===== src/rtl/cond_logic.sv =====
// Conditional-execution unit: evaluates the condition field against the flags and gates the write enables.
// Latency: write enables and CondEx are combinational (0 cycles); Flags and the counters update on the next clk edge.
// Backpressure: none. An instruction is accepted every cycle it is presented, and it is counted or squashed in that same cycle.
module cond_logic (
  input  logic        clk,
  input  logic        rst_n,
  input  logic        InstrValid,
  input  logic [3:0]  Cond,
  input  logic [3:0]  ALUFlags,
  input  logic [1:0]  FlagW,
  input  logic        PCS,
  input  logic        RegW,
  input  logic        MemW,
  input  logic        NoWrite,
  input  logic        CntClr,
  output logic        PCSrc,
  output logic        RegWrite,
  output logic        MemWrite,
  output logic        CondEx,
  output logic [3:0]  Flags,
  output logic [15:0] ExecCount,
  output logic [15:0] SkipCount
);

  // Condition-field encodings from instruction bits [31:28].
  typedef enum logic [3:0] {
    COND_EQ = 4'h0,
    COND_NE = 4'h1,
    COND_CS = 4'h2,
    COND_CC = 4'h3,
    COND_MI = 4'h4,
    COND_PL = 4'h5,
    COND_VS = 4'h6,
    COND_VC = 4'h7,
    COND_HI = 4'h8,
    COND_LS = 4'h9,
    COND_GE = 4'hA,
    COND_LT = 4'hB,
    COND_GT = 4'hC,
    COND_LE = 4'hD,
    COND_AL = 4'hE,
    COND_NV = 4'hF
  } cond_e;

  localparam logic [15:0] CNT_MAX = 16'hFFFF;

  // Architectural state.
  logic [3:0]  flags_q,     flags_d;
  logic [15:0] exec_cnt_q,  exec_cnt_d;
  logic [15:0] skip_cnt_q,  skip_cnt_d;

  // Unpacked view of the registered flags.
  logic flag_n, flag_z, flag_c, flag_v;
  logic cond_pass;
  logic exec;
  cond_e cond_sel;

  assign flag_n   = flags_q[3];
  assign flag_z   = flags_q[2];
  assign flag_c   = flags_q[1];
  assign flag_v   = flags_q[0];
  assign cond_sel = cond_e'(Cond);

  // Evaluate the condition from the registered flags only. A flag update made this
  // cycle is therefore seen from the following cycle onward. The reset value of the
  // flags is 0000, so EQ fails and NE passes while reset is held.
  always_comb begin
    cond_pass = 1'b0;
    unique case (cond_sel)
      COND_EQ: cond_pass = flag_z;
      COND_NE: cond_pass = ~flag_z;
      COND_CS: cond_pass = flag_c;
      COND_CC: cond_pass = ~flag_c;
      COND_MI: cond_pass = flag_n;
      COND_PL: cond_pass = ~flag_n;
      COND_VS: cond_pass = flag_v;
      COND_VC: cond_pass = ~flag_v;
      COND_HI: cond_pass = flag_c & ~flag_z;
      COND_LS: cond_pass = ~flag_c | flag_z;
      COND_GE: cond_pass = (flag_n == flag_v);
      COND_LT: cond_pass = (flag_n != flag_v);
      COND_GT: cond_pass = ~flag_z & (flag_n == flag_v);
      COND_LE: cond_pass = flag_z | (flag_n != flag_v);
      COND_AL: cond_pass = 1'b1;
      COND_NV: cond_pass = 1'b0;
      default: cond_pass = 1'b0;
    endcase
  end

  // Gate the write enables with the condition. A compare instruction sets NoWrite,
  // which suppresses only the register write. Its flag update still goes ahead.
  always_comb begin
    exec     = InstrValid & cond_pass;
    CondEx   = cond_pass;
    PCSrc    = PCS  & exec;
    MemWrite = MemW & exec;
    RegWrite = RegW & exec & ~NoWrite;
  end

  // Flag next-state: each half loads independently when the instruction executes.
  // A squashed or invalid instruction never touches the flags.
  always_comb begin
    flags_d = flags_q;
    if (exec) begin
      if (FlagW[1]) flags_d[3:2] = ALUFlags[3:2];
      if (FlagW[0]) flags_d[1:0] = ALUFlags[1:0];
    end
  end

  // Counter next-state: a clear takes priority and discards the current instruction.
  // Otherwise the instruction is counted as executed or as skipped. Both counters
  // saturate at all-ones instead of wrapping.
  always_comb begin
    exec_cnt_d = exec_cnt_q;
    skip_cnt_d = skip_cnt_q;
    if (CntClr) begin
      exec_cnt_d = '0;
      skip_cnt_d = '0;
    end else if (exec) begin
      if (exec_cnt_q != CNT_MAX) exec_cnt_d = exec_cnt_q + 16'd1;
    end else if (InstrValid) begin
      if (skip_cnt_q != CNT_MAX) skip_cnt_d = skip_cnt_q + 16'd1;
    end
  end

  // State registers with asynchronous clear. The first edge after reset is a normal edge.
  always_ff @(posedge clk or negedge rst_n) begin
    if (!rst_n) begin
      flags_q    <= 4'b0000;
      exec_cnt_q <= '0;
      skip_cnt_q <= '0;
    end else begin
      flags_q    <= flags_d;
      exec_cnt_q <= exec_cnt_d;
      skip_cnt_q <= skip_cnt_d;
    end
  end

  assign Flags     = flags_q;
  assign ExecCount = exec_cnt_q;
  assign SkipCount = skip_cnt_q;

endmodule


===== config.mk =====
export PLATFORM = sky130hd
export DESIGN_NAME = cond_logic
export DESIGN_NICKNAME = d
export VERILOG_FILES = /design/src/rtl/cond_logic.sv
export SDC_FILE = /design/constraint.sdc
export NUM_CORES = 1
export LEC_CHECK = 0
export CAP_MARGIN = 25
export CELL_PAD_IN_SITES_DETAIL_PLACEMENT = 1
export CELL_PAD_IN_SITES_GLOBAL_PLACEMENT = 1
export CORE_MARGIN = 2
export CORE_UTILIZATION = 41
export DETAILED_ROUTE_END_ITERATION = 8
export GPL_TIMING_DRIVEN = 0
export HOLD_SLACK_MARGIN = 0.15
export MAX_ROUTING_LAYER = met4
export PLACE_DENSITY_LB_ADDON = 0.15
export SLEW_MARGIN = 10
export SYNTH_ARGS = -nofsm -noshare
export SYNTH_HDL_FRONTEND = slang
export SYNTH_SLANG_ARGS = --single-unit

===== constraint.sdc =====
create_clock -name clk -period 6.5 [get_ports clk]
set_input_delay 1.625 -clock clk [delete_from_list [all_inputs] [get_ports clk]]
set_output_delay 1.625 -clock clk [all_outputs]
set_load 0.02 [all_outputs]

==> flow_metrics.py, run 1 <==
metrics = {
    "finish": {
        "drive_above_1_share_pct": 8.13,
        "diodes": 0,
        "syn_to_final_growth_pct": 30.2,
        "fill_cells": 747,
        "nNetsFinal": 388,
    },
    "floorplanning": {
        "fp.dieH_um": 83.9,
        "start_util_pct": 41.7,
        "die-area_mm2": 0.00704,
        "rows": 29,
        "ios": 58,
        "die_w_um": 83.9,
        "coreArea_mm2": 0.00628,
    },
    "clocking": {
        "cts_root_buf": "clkbuf_8",
        "cts_tree": "yes",
        "cts-hold-fix-buffers": 0,
        "clock_sinks": 36,
        "clockBufferDepth": 2,
        "path_clk_slew_ns": 0.09,
        "post_cts_buffers": 0,
        "cts_resized": 0,
        "htreeDepth": 2,
        "clk_latency_ns": 0.31,
        "numCtsBuffers": 5,
    },
    "global_routing": {
        "grt_start_max_net_pins": 24,
        "grt.overflow.total": 0,
        "grt_pass1_wl_um": 14900,
        "grt_usage_pct": 27.2,
        "antenna_found_initial": 0,
        "first_global_vias": 2916,
    },
    "synthesis": {
        "synth_cell_type_count": 58,
        "synth_most_common_cell": "dfrtp_1",
        "yosysSeqAreaShare_pct": 34.4,
        "avgSynthCellArea_um2": 8.61,
        "synthTopCellsByArea": "dfrtp_1 34%, mux2_1 5.6%, a21oi_1 3.6%",
        "syn_nets": 324,
        "synth_area_mm2": 0.00262,
        "ys_top_cells_by_count": "36 x dfrtp_1, 25 x nor2_1, 19 x a21oi_1, 17 x nand2_1, 16 x nand3_1",
        "synth_edf_count": 0,
        "synth_adder_area_share_pct": 0.956,
        "yosys.area.top_type_share_pct": 34.4,
        "synth_ff_type": "dfrtp_1",
        "yosys-mux-area-fraction_pct": 6.36,
        "yosys.area_share.simple_pct": 28.6,
        "synthArstFlopShare_pct": 100,
        "synth_xor_area_share_pct": 0.670,
        "yosysWarnings": 0,
        "synth_compound_area_share_pct": 23.1,
        "synth_top_family_by_area": "simple AND/OR/NAND/NOR gates",
        "ys_ff_latch": 36,
        "syn_inst": 304,
        "synth_top_area_cell": "dfrtp_1",
    },
    "detailed_routing": {
        "ant_nets": 0,
        "dr.first_iter.drc_count": 134,
        "drt_first_pass_iters": 4,
        "wirelength_um": 8850,
        "via_count": 2771,
        "drc": 0,
        "wire_per_inst_um": 19.8,
        "via_per_inst": 6.21,
    },
    "run_status": {
        "status": "finished, final reports clean",
    },
    "sta": {
        "skew_ns": 0.0121,
        "finalCriticalPeriod_ns": 6.15,
        "setup_tns_ns": 0,
        "worstMarginPinSlew_ns": 0.865,
        "post-route-period-util_pct": 94.6,
        "hold_violations": 0,
        "max_freq_mhz": 163,
        "setup_viol": 0,
        "rsz0062_at_grt": "no",
        "drv_slew": 0,
        "slew_headroom_pct": 41.9,
    },
    "placed_design": {
        "gp_congestion": 0.865,
        "dp_hpwl_um": 6560,
        "port_buffers": 56,
    },
    "power": {
        "ir_drop_v": 0.000163,
        "leakage_nw": 1.24,
        "power-per-cell-area_mw_per_mm2": 225,
        "total_power_w": 0.000766,
    },
    "critical_path": {
        "crit_fanout": 10,
        "r2r_start": "Flags[0]",
        "cp-start-kind": "input port",
        "crit_type": "input port to output pin",
        "cp-startpoint": "Cond[1]",
        "worst-endpoint-required_ns": 4.88,
        "crit_path_end_kind": "output pin",
        "arrival_ns": 4.53,
    },
    "hold_path": {
        "worstHoldStart": "ExecCount[15]",
        "hold_class": "register to register",
    },
    "job": {
        "drv_cap": 0,
    },
}
==> final cells by class <==
class | count | area [um2] | area share (%)
buffer | 21 | 110 | 3.23
inverter | 12 | 45.0 | 1.32
timing repair buffer | 57 | 576 | 16.9
clock inverter | 3 | 42.5 | 1.25
sequential | 36 | 901 | 26.5
multi-input combinational | 235 | 1570 | 46.0
clock buffer | 5 | 68.8 | 2.02
tap | 77 | 96.3 | 2.83
==> layer usage <==
metal | vias up | GRT usage [%] | share of wire [%]
met5 | - | - | 0
met4 | 0 | 10.3 | 2.2
met3 | 17 | 4.06 | 5.1
met2 | 98 | 43.6 | 49
met1 | 1369 | 34.9 | 43
li1 | 1287 | - | -
==> cell usage in the layout (no fill, tap or decap), drive strengths merged, types with 3 or more instances in the layout <==
| cell | Yosys | layout |
|---|---|---|
| a2111o | 3 | 3 |
| a2111oi | 6 | 6 |
| a21oi | 19 | 19 |
| and3 | 4 | 4 |
| buf | 12 | 14 |
| clkbuf | 9 | 14 |
| clkdlybuf4s50 | 0 | 55 |
| dfrtp | 36 | 36 |
| inv | 11 | 11 |
| mux2 | 13 | 13 |
| nand2 | 17 | 17 |
| nand3 | 16 | 16 |
| nand4 | 12 | 12 |
| nor2 | 25 | 25 |
| nor2b | 11 | 11 |
| nor3 | 10 | 10 |
| nor3b | 5 | 5 |
| nor4 | 3 | 3 |
| o2111ai | 4 | 4 |
| o211ai | 3 | 3 |
| o21a | 5 | 5 |
| o21ai | 12 | 12 |
| o311ai | 3 | 3 |
| o31a | 3 | 3 |
| o31ai | 10 | 10 |
| o41ai | 3 | 3 |
| or2 | 5 | 5 |
| or3 | 7 | 7 |
| or4 | 6 | 6 |
==> stage by stage <==
step | hold WS, ns | cell area [um2] | instances | util [%] | worst slack [ns]
finish | 0.585 | 3410 | 446 | 54.3 | 0.348
global route | 0.613 | 3410 | 446 | 54.3 | 0.110
detailed placement | 0.577 | 3290 | 438 | 52.5 | 0.329
floorplan | 0.644 | 2620 | 304 | - | 1.47
global placement | 0.564 | 3270 | 437 | 52.1 | 0.303
CTS | 0.590 | 3410 | 446 | 54.3 | 0.308
==> path summary, 6_finish.rpt <==
| path | end | slack, ns | cells after the start |
|---|---|---|---|
| max in group asynchronous | ExecCount[3] | 4.79 | 2 |
| worst max-delay path | RegWrite | 0.35 | 10 |
| worst min-delay path | ExecCount[15] | 0.58 | 2 |
| min in group asynchronous | SkipCount[1] | 1.25 | 1 |
| worst max register to register | SkipCount[11] | 3.99 | 7 |
| worst min register to register | ExecCount[15] | 0.58 | 2 |
==> worst max-delay path, cell delays in order <==
cell and delay, ns:
clkdlybuf4s50_1 0.54, buf_4 0.20, and4b_1 0.20, mux2i_1 0.17, nand4_1 0.21, a211oi_4 0.49, buf_6 0.22, nor2_1 0.09
and4b_1 0.24, clkdlybuf4s50_1 0.53
==> power by group <==
| group | switching (W) | internal (W) |
|---|---|---|
| Combinational | 0.000173 | 0.000117 |
| Sequential | 0.0000291 | 0.000241 |
| Clock | 0.0000920 | 0.000114 |
| Total | 0.000294 | 0.000471 |
==> sequential cells by signal (all words and copies together), names as in the netlist <==
| register | cells |
|---|---|
| Flags | 4 |
| SkipCount | 16 |
| ExecCount | 16 |
==> cell families (layout without fill, tap and decap cells) <==
group | after synthesis | in the layout
AOI/OAI and AO/OA | 82 | 82
xor gates and xnor gates | 2 | 2
adders and majority gates | 2 | 2
buffers and inverters | 33 | 98
DFF | 36 | 36
muxes | 15 | 15
and+or+nand+nor | 134 | 134
(Power assumes the default switching activity.)
==> run 2: changes to the inputs <==
- CORE_MARGIN: 2 -> 5
==> flow_metrics.py, run 2 (same netlist as run 1, synthesis figures left out) <==
metrics = {
    "run_status": {
        "status": "finished, final reports clean",
    },
    "power": {
        "pwr-share-clk_pct": 23.6,
        "leakage_nw": 1.24,
        "p_comb_share_pct": 39.7,
        "total_power_w": 0.000732,
        "power_frac_seq_pct": 36.8,
        "p_sw_w": 0.000290,
        "intPower_w": 0.000442,
        "ir_drop_v": 0.000193,
        "swShare_pct": 39.6,
        "power-per-cell-area_mw_per_mm2": 216,
    },
    "clocking": {
        "cts-hold-fix-buffers": 0,
        "cts_resized": 0,
        "htreeDepth": 2,
        "clock_sinks": 36,
        "cts_root_buf": "clkbuf_8",
        "clk_latency_ns": 0.29,
        "post_cts_buffers": 0,
        "path_clk_slew_ns": 0.08,
        "clockBufferDepth": 2,
        "numCtsBuffers": 5,
        "cts_tree": "yes",
    },
    "detailed_routing": {
        "drc": 0,
        "ant_nets": 0,
        "drt_first_pass_iters": 4,
        "via_count": 2770,
        "dr.first_iter.drc_count": 115,
        "via_per_inst": 6.21,
        "wire_per_inst_um": 19.6,
        "wirelength_um": 8720,
    },
    "critical_path": {
        "slowest_stage": "clkdlybuf4s50_1",
        "crit_path_end_kind": "output pin",
        "rrSetupSlack_ns": 3.99,
        "cp-start-kind": "input port",
        "crit_type": "input port to output pin",
        "path_cells": "clkdlybuf4s50_1 > buf_2 > nor3b_2 > o31ai_1 > o21ai_1 > a211oi_4 > buf_6 > nor2_1 > and4b_1 > clkdlybuf4s50_1",
        "critPathMaxStageDelay_ns": 0.53,
        "arrival_ns": 4.57,
        "critPathMostFrequentCell": "clkdlybuf4s50_1",
        "worst-endpoint-required_ns": 4.88,
        "crit_fanout": 10,
    },
    "hold_path": {
        "hold_class": "register to register",
    },
    "floorplanning": {
        "start_util_pct": 41.7,
        "fp.dieH_um": 89.9,
        "coreArea_mm2": 0.00628,
        "rows": 29,
        "die_w_um": 89.9,
        "die-area_mm2": 0.00808,
        "ios": 58,
    },
    "sta": {
        "slew_headroom_pct": 42.3,
        "skew_ns": 0.00433,
        "worstMarginPinSlew_ns": 0.859,
        "hold_violations": 0,
        "setup_viol": 0,
        "max_freq_mhz": 161,
        "rsz0062_at_grt": "no",
        "setup_tns_ns": 0,
        "finalCriticalPeriod_ns": 6.19,
        "post-route-period-util_pct": 95.3,
        "drv_slew": 0,
    },
    "global_routing": {
        "first_global_vias": 2834,
        "antenna_found_initial": 0,
        "grt_pass1_wl_um": 14300,
        "grt_start_max_net_pins": 27,
        "grt.overflow.total": 0,
        "grt_usage_pct": 21.7,
    },
    "finish": {
        "final_common_cell": "clkdlybuf4s50_1",
        "drive_above_1_share_pct": 8.13,
        "final_cell_mix": "55 x clkdlybuf4s50_1, 36 x dfrtp_1, 25 x nor2_1, 19 x a21oi_1, 17 x nand2_1",
        "diodes": 0,
        "nNetsFinal": 388,
        "fin_cells": 446,
        "syn_to_final_growth_pct": 29.5,
    },
    "placed_design": {
        "gp_congestion": 0.840,
        "port_buffers": 56,
        "dp_hpwl_um": 6420,
        "placedCellCount": 438,
    },
    "job": {
        "drv_cap": 0,
    },
}
-- run 2: routing by layer --
metal,wire length (um),vias up,GRT usage (%)
li1,-,1287,-
met1,3970,1392,27.6
met2,4260,72,35.9
met3,332,19,3.51
met4,161,0,5.96
met5,0,-,-
-- run 2: per-stage QoR --
stage / instance area (um2) / util [%] / hold slack (ns) / worst slack (ns)
after floorplan: 2620 / - / 0.644 / 1.47
after global placement: 3270 / 52.1 / 0.564 / 0.294
after detailed placement: 3290 / 52.5 / 0.570 / 0.308
after CTS: 3390 / 54.0 / 0.589 / 0.294
after global routing: 3390 / 54.0 / 0.615 / 0.0801
final: 3390 / 54.0 / 0.584 / 0.306
-- run 2: path summary, 6_finish.rpt --
| path | startpoint | endpoint | cells after the start |
|---|---|---|---|
| worst min register to register | ExecCount[15] | ExecCount[15] | 2 |
| max in group asynchronous | rst_n | SkipCount[13] | 2 |
| worst min-delay path | ExecCount[15] | ExecCount[15] | 2 |
| min in group asynchronous | rst_n | Flags[1] | 1 |
| worst max-delay path | Cond[0] | RegWrite | 10 |
| worst max register to register | Flags[0] | SkipCount[11] | 7 |
-- run 2: cell type report --
class	count	area (um2)
flip-flops and latches	36	901
fillers	748	2890
clock buffers	6	82.6
well taps	77	96.3
clock inverters	2	10.0
inverters	12	45.0
multi-input cells	235	1570
plain buffers	21	110
repair buffers	57	576
-- run 2: power groups by stage --
stage	Clock (W)	Combinational (W)	Sequential, W
final	0.000173	0.000291	0.000269
after global routing	0.000184	0.000313	0.000273
after CTS	0.000174	0.000290	0.000270
after detailed placement	0	0.000289	0.000274
after global placement	0	0.000281	0.000272
after floorplan	0	0.000155	0.000287
-- run 2: worst max-delay path, delay by kind of cell --
family / cells / cell delay [ns]
AOI/OAI and AO/OA: 3 / 1.04
buffers and inverters: 4 / 1.47
and+or+nand+nor: 3 / 0.42
